<file path="src/rtl/kmeans_mem_sched.sv">
// kmeans_mem_sched: job scheduler for a k-means engine.
// It captures the header (K, then N) and writes N samples into the sample SRAM.
// It then streams the samples to the distance datapath once per iteration until
// the datapath reports convergence or the iteration limit is reached. Finally it
// emits the K centroids.
// Ports:
//   clk, rst_n                 clock, async active-low reset
//   in_valid, in_data          header words then samples
//   mem_wen/addr/wdata/rdata   sample SRAM (1-cycle read latency)
//   dp_valid/data/last, dp_ready  sample stream to datapath
//   dp_done, dp_conv           end-of-iteration pulse and converged flag
//   cen_idx, cen_data          centroid select / value
//   busy                       any state other than IDLE
//   out_valid, out_data        centroid result stream
module kmeans_mem_sched #(
    parameter int unsigned DW       = 16,
    parameter int unsigned AW       = 12,
    parameter int unsigned MAX_K    = 4,
    parameter int unsigned MAX_ITER = 16
) (
    input  logic          clk,
    input  logic          rst_n,
    input  logic          in_valid,
    input  logic [DW-1:0] in_data,
    output logic          mem_wen,
    output logic [AW-1:0] mem_addr,
    output logic [DW-1:0] mem_wdata,
    input  logic [DW-1:0] mem_rdata,
    output logic          dp_valid,
    output logic [DW-1:0] dp_data,
    output logic          dp_last,
    input  logic          dp_ready,
    input  logic          dp_done,
    input  logic          dp_conv,
    output logic [1:0]    cen_idx,
    input  logic [DW-1:0] cen_data,
    output logic          busy,
    output logic          out_valid,
    output logic [DW-1:0] out_data
);

    localparam int unsigned PW = AW + 1;
    localparam int unsigned KW = $clog2(MAX_K + 1);
    localparam int unsigned IW = (MAX_ITER > 1) ? $clog2(MAX_ITER) : 1;
    localparam int unsigned CW = (DW > PW) ? DW : PW;
    localparam logic [PW-1:0] N_MAX     = PW'(2 ** AW);
    localparam logic [KW-1:0] K_MAX     = KW'(MAX_K);
    localparam logic [IW-1:0] ITER_LAST = IW'(MAX_ITER - 1);

    typedef enum logic [2:0] {
        S_IDLE, S_HDR_N, S_LOAD, S_STREAM, S_WAIT_DP, S_OUT
    } state_t;

    state_t        state, state_nxt;
    logic [KW-1:0] k_reg;
    logic [PW-1:0] n_reg;
    logic [PW-1:0] wr_ptr;
    logic [PW-1:0] rd_ptr;
    logic [IW-1:0] iter;
    logic [KW-1:0] out_cnt;

    // read pipeline: one read in flight plus a one-entry skid behind dp_data
    logic          pend;
    logic          pend_last;
    logic          sk_valid;
    logic [DW-1:0] sk_data;
    logic          sk_last;

    logic [CW-1:0] in_wide;
    logic [KW-1:0] k_hdr_c;
    logic [PW-1:0] n_hdr_c;
    logic          load_last_c;
    logic          accept_c;
    logic          stream_done_c;
    logic          stop_c;
    logic          out_last_c;
    logic [1:0]    stored_c;
    logic          issue_c;

    // header clamping and shared event decode
    always_comb begin
        in_wide       = CW'(in_data);
        k_hdr_c       = (in_wide == '0 || in_wide > CW'(MAX_K)) ? K_MAX : KW'(in_data);
        n_hdr_c       = (in_wide == '0 || in_wide > CW'(2 ** AW)) ? N_MAX : PW'(in_data);
        load_last_c   = in_valid && (wr_ptr == n_reg - PW'(1));
        accept_c      = dp_valid && dp_ready;
        stream_done_c = accept_c && dp_last;
        stop_c        = dp_conv || (iter == ITER_LAST);
        out_last_c    = (out_cnt == k_reg - KW'(1));
        // entries held next cycle excluding a new issue; issue only if one slot stays free
        stored_c      = 2'(dp_valid) + 2'(sk_valid) + 2'(pend) - 2'(accept_c);
        issue_c       = (state == S_STREAM) && (rd_ptr < n_reg) && (stored_c <= 2'd1);
    end

    // state register
    always_ff @(posedge clk or negedge rst_n) begin
        if (!rst_n) state <= S_IDLE;
        else        state <= state_nxt;
    end

    // next-state logic
    always_comb begin
        state_nxt = state;
        case (state)
            S_IDLE:    if (in_valid)      state_nxt = S_HDR_N;
            S_HDR_N:   if (in_valid)      state_nxt = S_LOAD;
            S_LOAD:    if (load_last_c)   state_nxt = S_STREAM;
            S_STREAM:  if (stream_done_c) state_nxt = S_WAIT_DP;
            S_WAIT_DP: if (dp_done)       state_nxt = stop_c ? S_OUT : S_STREAM;
            S_OUT:     if (out_last_c)    state_nxt = S_IDLE;
            default:                      state_nxt = S_IDLE;
        endcase
    end

    // outputs decoded from state and registered pointers
    always_comb begin
        mem_wen   = 1'b0;
        mem_addr  = '0;
        mem_wdata = '0;
        cen_idx   = '0;
        out_valid = 1'b0;
        out_data  = '0;
        busy      = (state != S_IDLE);
        case (state)
            S_LOAD: begin
                mem_wen   = in_valid;
                mem_addr  = wr_ptr[AW-1:0];
                mem_wdata = in_valid ? in_data : '0;
            end
            S_STREAM: mem_addr = rd_ptr[AW-1:0];
            S_OUT: begin
                out_valid = 1'b1;
                cen_idx   = 2'(out_cnt);
                out_data  = cen_data;
            end
            default: ;
        endcase
    end

    // job registers, pointers and the sample stream pipeline
    always_ff @(posedge clk or negedge rst_n) begin
        if (!rst_n) begin
            k_reg     <= K_MAX;
            n_reg     <= N_MAX;
            wr_ptr    <= '0;
            rd_ptr    <= '0;
            iter      <= '0;
            out_cnt   <= '0;
            pend      <= 1'b0;
            pend_last <= 1'b0;
            sk_valid  <= 1'b0;
            sk_data   <= '0;
            sk_last   <= 1'b0;
            dp_valid  <= 1'b0;
            dp_data   <= '0;
            dp_last   <= 1'b0;
        end else begin
            case (state)
                S_IDLE: if (in_valid) k_reg <= k_hdr_c;
                S_HDR_N: if (in_valid) begin
                    n_reg  <= n_hdr_c;
                    wr_ptr <= '0;
                end
                S_LOAD: if (in_valid) begin
                    wr_ptr <= wr_ptr + PW'(1);
                    if (load_last_c) begin
                        iter     <= '0;
                        rd_ptr   <= '0;
                        pend     <= 1'b0;
                        sk_valid <= 1'b0;
                        dp_valid <= 1'b0;
                    end
                end
                S_STREAM: begin
                    pend      <= issue_c;
                    pend_last <= (rd_ptr == n_reg - PW'(1));
                    if (issue_c) rd_ptr <= rd_ptr + PW'(1);
                    if (!dp_valid || accept_c) begin
                        if (sk_valid) begin
                            dp_valid <= 1'b1;
                            dp_data  <= sk_data;
                            dp_last  <= sk_last;
                            sk_valid <= pend;
                            sk_data  <= mem_rdata;
                            sk_last  <= pend_last;
                        end else begin
                            dp_valid <= pend;
                            dp_data  <= pend ? mem_rdata : '0;
                            dp_last  <= pend && pend_last;
                        end
                    end else if (pend) begin
                        sk_valid <= 1'b1;
                        sk_data  <= mem_rdata;
                        sk_last  <= pend_last;
                    end
                end
                S_WAIT_DP: if (dp_done) begin
                    out_cnt <= '0;
                    if (!stop_c) begin
                        iter     <= iter + IW'(1);
                        rd_ptr   <= '0;
                        pend     <= 1'b0;
                        sk_valid <= 1'b0;
                    end
                end
                S_OUT: out_cnt <= out_cnt + KW'(1);
                default: ;
            endcase
        end
    end

endmodule
</file>
<file path="config.mk">
export PLATFORM = sky130hd
export DESIGN_NAME = kmeans_mem_sched
export DESIGN_NICKNAME = d
export VERILOG_FILES = /design/src/rtl/kmeans_mem_sched.sv
export SDC_FILE = /design/constraint.sdc
export NUM_CORES = 1
export LEC_CHECK = 0
export CORE_ASPECT_RATIO = 1.2
export CORE_MARGIN = 2
export CORE_UTILIZATION = 43
export CTS_BUF_LIST = sky130_fd_sc_hd__clkbuf_4
export DETAILED_ROUTE_END_ITERATION = 6
export PLACE_DENSITY = 0.69
export SLEW_MARGIN = 20
export SYNTH_ARGS = -nofsm -noshare
export SYNTH_HDL_FRONTEND = slang
export SYNTH_SLANG_ARGS = --single-unit
</file>
<file path="constraint.sdc">
create_clock -name clk -period 3.4 [get_ports clk]
set_input_delay 0.68 -clock clk [delete_from_list [all_inputs] [get_ports clk]]
set_output_delay 0.68 -clock clk [all_outputs]
set_load 0.03 [all_outputs]
</file>
== Yosys cells after proc, flatten, opt, wreduce, memory -nomap -nowiden ==
Cells that the tools add are included.

* Register bits after elaboration: 90
* Latch bits: 0
* Bits in writable memories: 0
* Memory bits (read-only): 0
* Bits of input ports: 54
* Output and inout port bits: 67
* Logic and storage cells: 135
* Memories kept: 0

* Add/sub/neg operators: 9
* $mul: 0
* Div/mod/pow operators: 0
* $lt $le $gt $ge: 4
* Equality and inequality tests: 21
* Shift-type cells: 0
* Multiplexer cells: 54
* Bitwise gates (word level): 0
* Reduce and logical (&&, ||, !) cells: 32

{| class="wikitable"
|+ Operators by type and width
! kind !! number
|-
| two-way mux 16 bit || 8
|-
| two-way mux 13 bit || 8
|-
| one-hot mux 13 bit (3 select lines) || 1
|-
| two-way mux 3 bit || 9
|-
| adder 13 x 1 -> 13 bit (second input constant) || 2
|-
| == test 13 bit || 2
|-
| one-hot mux 13 bit (2 select lines) || 1
|-
| one-hot mux 12 bit (2 select lines) || 1
|-
| inequality test 2 bit (second input constant) || 10
|-
| one-hot mux 3 bit (6 select lines) || 1
|-
| AND reduction 6 bit || 3
|-
| greater-than comparator 16 x 13 -> 1 bit (second input constant) || 1
|-
| greater-than comparator 16 x 3 -> 1 bit (second input constant) || 1
|-
| logical NOT 16 bit || 1
|-
| two-way mux 4 bit || 4
|-
| two-way mux 1 bit || 15
|-
| < comparator 13 bit || 1
|-
| subtractor 13 x 1 -> 13 bit (second input constant) || 1
|-
| AND reduction 5 bit || 2
|-
| nonzero test 2 bit || 5
|-
| one-hot mux 4 bit (2 select lines) || 1
|-
| AND reduction 2 bit || 4
|-
| == test 3 x 2 -> 1 bit (second input constant) || 2
|-
| == test 3 bit (second input constant) || 2
|-
| 23 further kinds || 34
|}

== Longest topological paths before layout ==
Gate-level depths: netlist (run 1).

* Depth after elaboration: 7
* Gate-level depth with buffers: 13
* Gate-level depth less buffers: 12

== Least setup slack after synthesis (run 1) ==
OpenSTA, ideal clock, no wires.

* Path kind: register to register
* Start point: register n_reg[0]
* End point: register rd_ptr[10]
* Library setup time: 0.127 ns
* Data arrival time: 2.724 ns
* Required time: 3.273 ns
* Path slack: 0.549 ns
* Stages on the path, launching flop included: 11
* Path buffers: 1
* Clock period less this slack: 2.851 ns
* Cells stage by stage: dfrtp_1 inv_1 ha_1 nor3b_1 nand4_1 xnor2_1 nor4b_1 nand4_2 buf_2 and3_1 mux2_1

* Longest elaborated chain between the ends: 5
* Elaborated cells between the ends (all ways): 9
* Those cells by class: add/sub (1); order compare (1); eq/ne (3); reduce/logical (4)

{| class="wikitable"
|+ Ends and longest elaborated chain
! what !! line !! source
|-
| start, declared || 56 || <nowiki>logic [PW-1:0] n_reg;</nowiki>
|-
| start signal, assigned || 161 || <nowiki>n_reg <= n_hdr_c;</nowiki>
|-
| subtractor 13 x 1 -> 13 bit / < comparator 13 bit (equally long branches) || 85, 92 ||
|-
| == test 13 bit / logical AND 1 bit (equally long branches) || 85, 92 ||
|-
| logical AND 1 bit, on equally long branches || 85, 92 ||
|-
| inequality test 2 bit (no source line) || -- ||
|-
| AND reduction 6 bit (no source line) * || -- ||
|-
| end signal, assigned || 177 || <nowiki>if (issue_c) rd_ptr <= rd_ptr + PW'(1);</nowiki>
|-
| end, declared || 58 || <nowiki>logic [PW-1:0] rd_ptr;</nowiki>
|}

Every way passes the cells marked *; elsewhere a longest branch is shown, timed or not.
A chain may end at the register's enable or synchronous reset.

== Worst setup path after layout (run 1) ==
* Start point: register state[2]
* End point: output port mem_wen

* Longest elaborated chain between the ends: 2

{| class="wikitable"
|+ Ends and longest elaborated chain
! what !! line !! source
|-
| start, declared || 54 || <nowiki>state_t state, state_nxt;</nowiki>
|-
| start signal, assigned || 98 || <nowiki>else state <= state_nxt;</nowiki>
|-
| == test 3 x 2 -> 1 bit || 124 || <nowiki>case (state)</nowiki>
|-
| two-way mux 1 bit || 124 ||
|-
| end, declared || 25 || <nowiki>output logic mem_wen,</nowiki>
|}

No other way between the ends.

==> reports/qor.yml, run 1 <==
outcome: "finished clean"
dp_hpwl_mm: 12.22
grt_max_degree: 57
setup_slack_ps: 257.5
placed_cells: 909
cts_tree: "built"
p_sw_frac: 0.4679
synth_area_leaders: "dfrtp_1 (39%), o21ai_0 (5.4%), and3_1 (4.9%)"
async_flop_share: 1.000
critical_path_class: "flop to output port"
synth_top_family_by_area: "simple AND/OR/NAND/NOR gates"
synthesis.instances: 636
ys.flop_type: "dfrtp_1"
fmax_mhz: 318.2
ys_types: 59
yosys.area_share.simple: 0.2225
synth-compound-area-share: 0.1568
clk_latency_ps: 470
core_area_um2: 13070
syn_area_um2: 5690
gr-usage-all-layers: 0.2322
stdcell_count: 926
drc: 0
initial_core_util: 0.4355
grt_pass1_vias: 5172
synth_edf_count: 0
hold_viol: 0
finalSetupViolCount: 0
clk_pin_slew_worst_paths_ps: 160
clock_power_share: 0.118
cts.sinks: 90
worstSetupEndpointType: "output port"
synth_seq_cells: 90
via_count: 5282
ctsHoldBuffers: 0
antenna_found_initial: 1
ant_nets: 0
cts_inserted_buffers: 9
synthAdderAreaFrac: 0.04793
synth_top_area_frac: 0.3870
wl_per_cell_um: 17.33
drv_cap: 0
power_frac_comb: 0.556
first_pass_iters: 5
htreeDepth: 3
hp-class: "primary input to asynchronous set/reset pin"
fin_crit_ps: 3142
synth_mux_area_frac: 0.04881
cp.required_ps: 2720
irDropWorstVdd_uv: 366.6
post_cts_buffers: 0
wirelength_mm: 16.04
rows: 46
gp_congestion: 0.9610
drv_slew: 0
intPower_mw: 2.779
synth_warnings: 0
dp_slack_ps: -15.79
die_area_um2: 14170
clockBufferDepth: 2
synth_largest_area_cell: "dfrtp_1"
startpoint_type: "flop"
die_w_um: 109.0
max_stage_delay_ps: 870
worst_pin_slew_ps: 756.5
top_regs: "dp_data x16, sk_data x16"
crit_fanout: 33
finalClockSkew_ps: 19.37
total_power_mw: 5.222
rsz0062_at_grt: "no"
drive_gt1_frac: 0.1387
synthToLayoutAreaGrowth_pct: 28.17
pwr-share-seq: 0.326
grt_pass1_wl_mm: 25.74
ioPinCount: 121
cellPowerDensity_nw_per_um2: 716.0
yosys.area_share.xor_xnor: 0.07784
path_cells: "nand2b_1 > nor2_1 > nand2_1 > clkinv_1 > buf_12"
cpLargestDelayFamily: "flip-flops"
total_leakage_power_nw: 3.327
gr-total-overflow: 0
avgSynthCellArea_um2: 8.947
vias_per_cell: 5.704
root_buffer: "clkbuf_4"
die-height_um: 130.0
drtIter0Drc: 419
fin_nets: 827
p_sw_mw: 2.444
synth_nets: 711
fin_crit_sh: 0.9243
port_buffers: 120
ys_seq_area_frac: 0.3962
crit_slowest_cell: "dfrtp_1"
critPathArrivalTime_ps: 2460
slew_headroom: 0.4957
path_buf_inv: 2
-- layer usage --
layer | wire [um] | vias to the layer above | track usage | part of all wire
met2 | 7755 | 178 | 0.3829 | 0.48
li1 | - | 2516 | - | -
met1 | 7195 | 2563 | 0.3109 | 0.45
met4 | 332 | 0 | 0.09351 | 0.021
met3 | 759 | 25 | 0.02647 | 0.047
met5 | 0 | - | 0 | 0
-- final cells by class --
type / instances / area (um2)
clock buffers: 9 / 67.56
repair buffers: 144 / 1409
inverters: 31 / 116.4
fillers: 1211 / 5772
flip-flops and latches: 90 / 2255
multi-input cells: 476 / 3157
clock inverters: 7 / 76.32
diodes: 1 / 2.502
well taps: 168 / 210.2
-- worst paths after layout --
check                                  from           to  slack, ps  cells past startpoint
worst max-delay path               state[2]      mem_wen        260                      5
worst min-delay path                  rst_n   wr_ptr[11]        240                      1
worst max register to register     n_reg[1]   rd_ptr[10]        300                     11
worst min register to register  dp_data[12]  dp_data[12]        510                      2
max in group asynchronous             rst_n     k_reg[2]       2370                      2
min in group clk                dp_data[12]  dp_data[12]        510                      2
-- stage by stage --
stage / setup TNS (ps) / utilization / instance area, um2 / hold WS [ps]
after floorplan: 0 / - / 5690 / 384.4
after CTS: 0 / 0.5577 / 7286 / 252.6
final: 0 / 0.5582 / 7293 / 241.1
after global placement: 0 / 0.5466 / 7142 / 461.5
after global routing: 0 / 0.5582 / 7293 / 295.9
after detailed placement: -32.28 / 0.5466 / 7142 / 476.9
-- cell usage in the layout (no fill, tap or decap), types with 4 or more instances in the layout --
master / Yosys / layout
xnor2_1: 29 / 29
mux2_2: 20 / 20
a31oi_1: 8 / 8
ha_1: 21 / 21
buf_12: 0 / 8
a21oi_1: 15 / 15
nand4_1: 20 / 20
nand2_1: 63 / 63
a22o_1: 11 / 11
clkdlybuf4s50_1: 0 / 91
nor4_1: 5 / 5
dfrtp_1: 88 / 88
and3_1: 45 / 45
nor2b_1: 7 / 7
a21o_1: 4 / 4
nor3_1: 7 / 7
xor2_1: 19 / 19
o21ai_0: 61 / 61
a22oi_1: 18 / 18
o31ai_1: 4 / 4
nand3_1: 29 / 29
buf_4: 0 / 45
clkbuf_4: 0 / 9
nor2_1: 35 / 35
inv_1: 30 / 30
-- cell families after synthesis --
kind of cell	count (synthesis)
AND/OR/NAND/NOR	239
AO/OA/AOI/OAI	141
flip-flops	90
buffers and inverters	70
XOR/XNOR	49
multiplexers	25
adder cells (fa/ha/maj)	22
-- synthesized netlist by cell type, drive strengths merged (2+ instances only) --
library cell and count:
dfrtp 88, nand2 63, o21ai 61, and3 45, nor2 35, clkbuf 32, inv 30, nand3 30
xnor2 29, mux2 22, ha 21, nand4 21, xor2 19, a22oi 18, a21oi 15, a22o 11
a31oi 8, nor3 8, nor4 8, buf 7, nor2b 7, a21o 4, o211ai 4, o31ai 4
a31o 3, mux2i 3, nand3b 3, nor3b 3, or3 3, or4 3, a211oi 2, a311oi 2
and2 2, dfstp 2, nand2b 2, nor4b 2, o2111ai 2, o22ai 2, or2 2
-- worst register-to-register path, stage by stage, from the launching register on --
cell	delay [ps]
dfrtp_1	450
inv_1	120
ha_1	210
nor3b_2	420
nand4_1	240
xnor2_1	210
nor4b_1	360
nand4_2	290
nand2_1	230
buf_12	150
nor2_1	40
mux2_1	290
-- power groups by stage --
| stage | logic (mW) | registers (mW) | clock network [mW] |
|---|---|---|---|
| 3_3_place_gp | 2.85 | 1.70 | 0 |
| 2_1_floorplan | 1.85 | 1.75 | 0 |
| 4_1_cts | 2.91 | 1.70 | 0.634 |
| 6_report | 2.91 | 1.70 | 0.615 |
| 5_1_grt | 3.17 | 1.75 | 0.670 |
| 3_5_place_dp | 2.89 | 1.72 | 0 |
-- what timing repair did --
action | in CTS | in global routing
endpoints found under the setup margin | 0 | 18
hold endpoints to repair | 0 | 0
gates resized for setup | 0 | 1
No activity file was read; power rests on OpenSTA's default activity.
==> inputs of run 2 (changes only) <==
--- a/config.mk
+++ b/config.mk
@@ -11,7 +11,7 @@
 export CTS_BUF_LIST = sky130_fd_sc_hd__clkbuf_4
 export DETAILED_ROUTE_END_ITERATION = 6
 export PLACE_DENSITY = 0.69
-export SLEW_MARGIN = 20
+export SLEW_MARGIN = 10
 export SYNTH_ARGS = -nofsm -noshare
 export SYNTH_HDL_FRONTEND = slang
 export SYNTH_SLANG_ARGS = --single-unit
==> results of run 2 <==
No change in the layout: final DEF, timing and power equal those of run 1.
==> inputs of run 3 (changes only) <==
--- a/config.mk
+++ b/config.mk
@@ -5,6 +5,7 @@
 export SDC_FILE = /design/constraint.sdc
 export NUM_CORES = 1
 export LEC_CHECK = 0
+export ABC_CLOCK_PERIOD_IN_PS = 3400
 export CORE_ASPECT_RATIO = 1.2
 export CORE_MARGIN = 2
 export CORE_UTILIZATION = 43
==> results of run 3 <==
No change in the layout: final DEF, timing and power equal those of run 1.
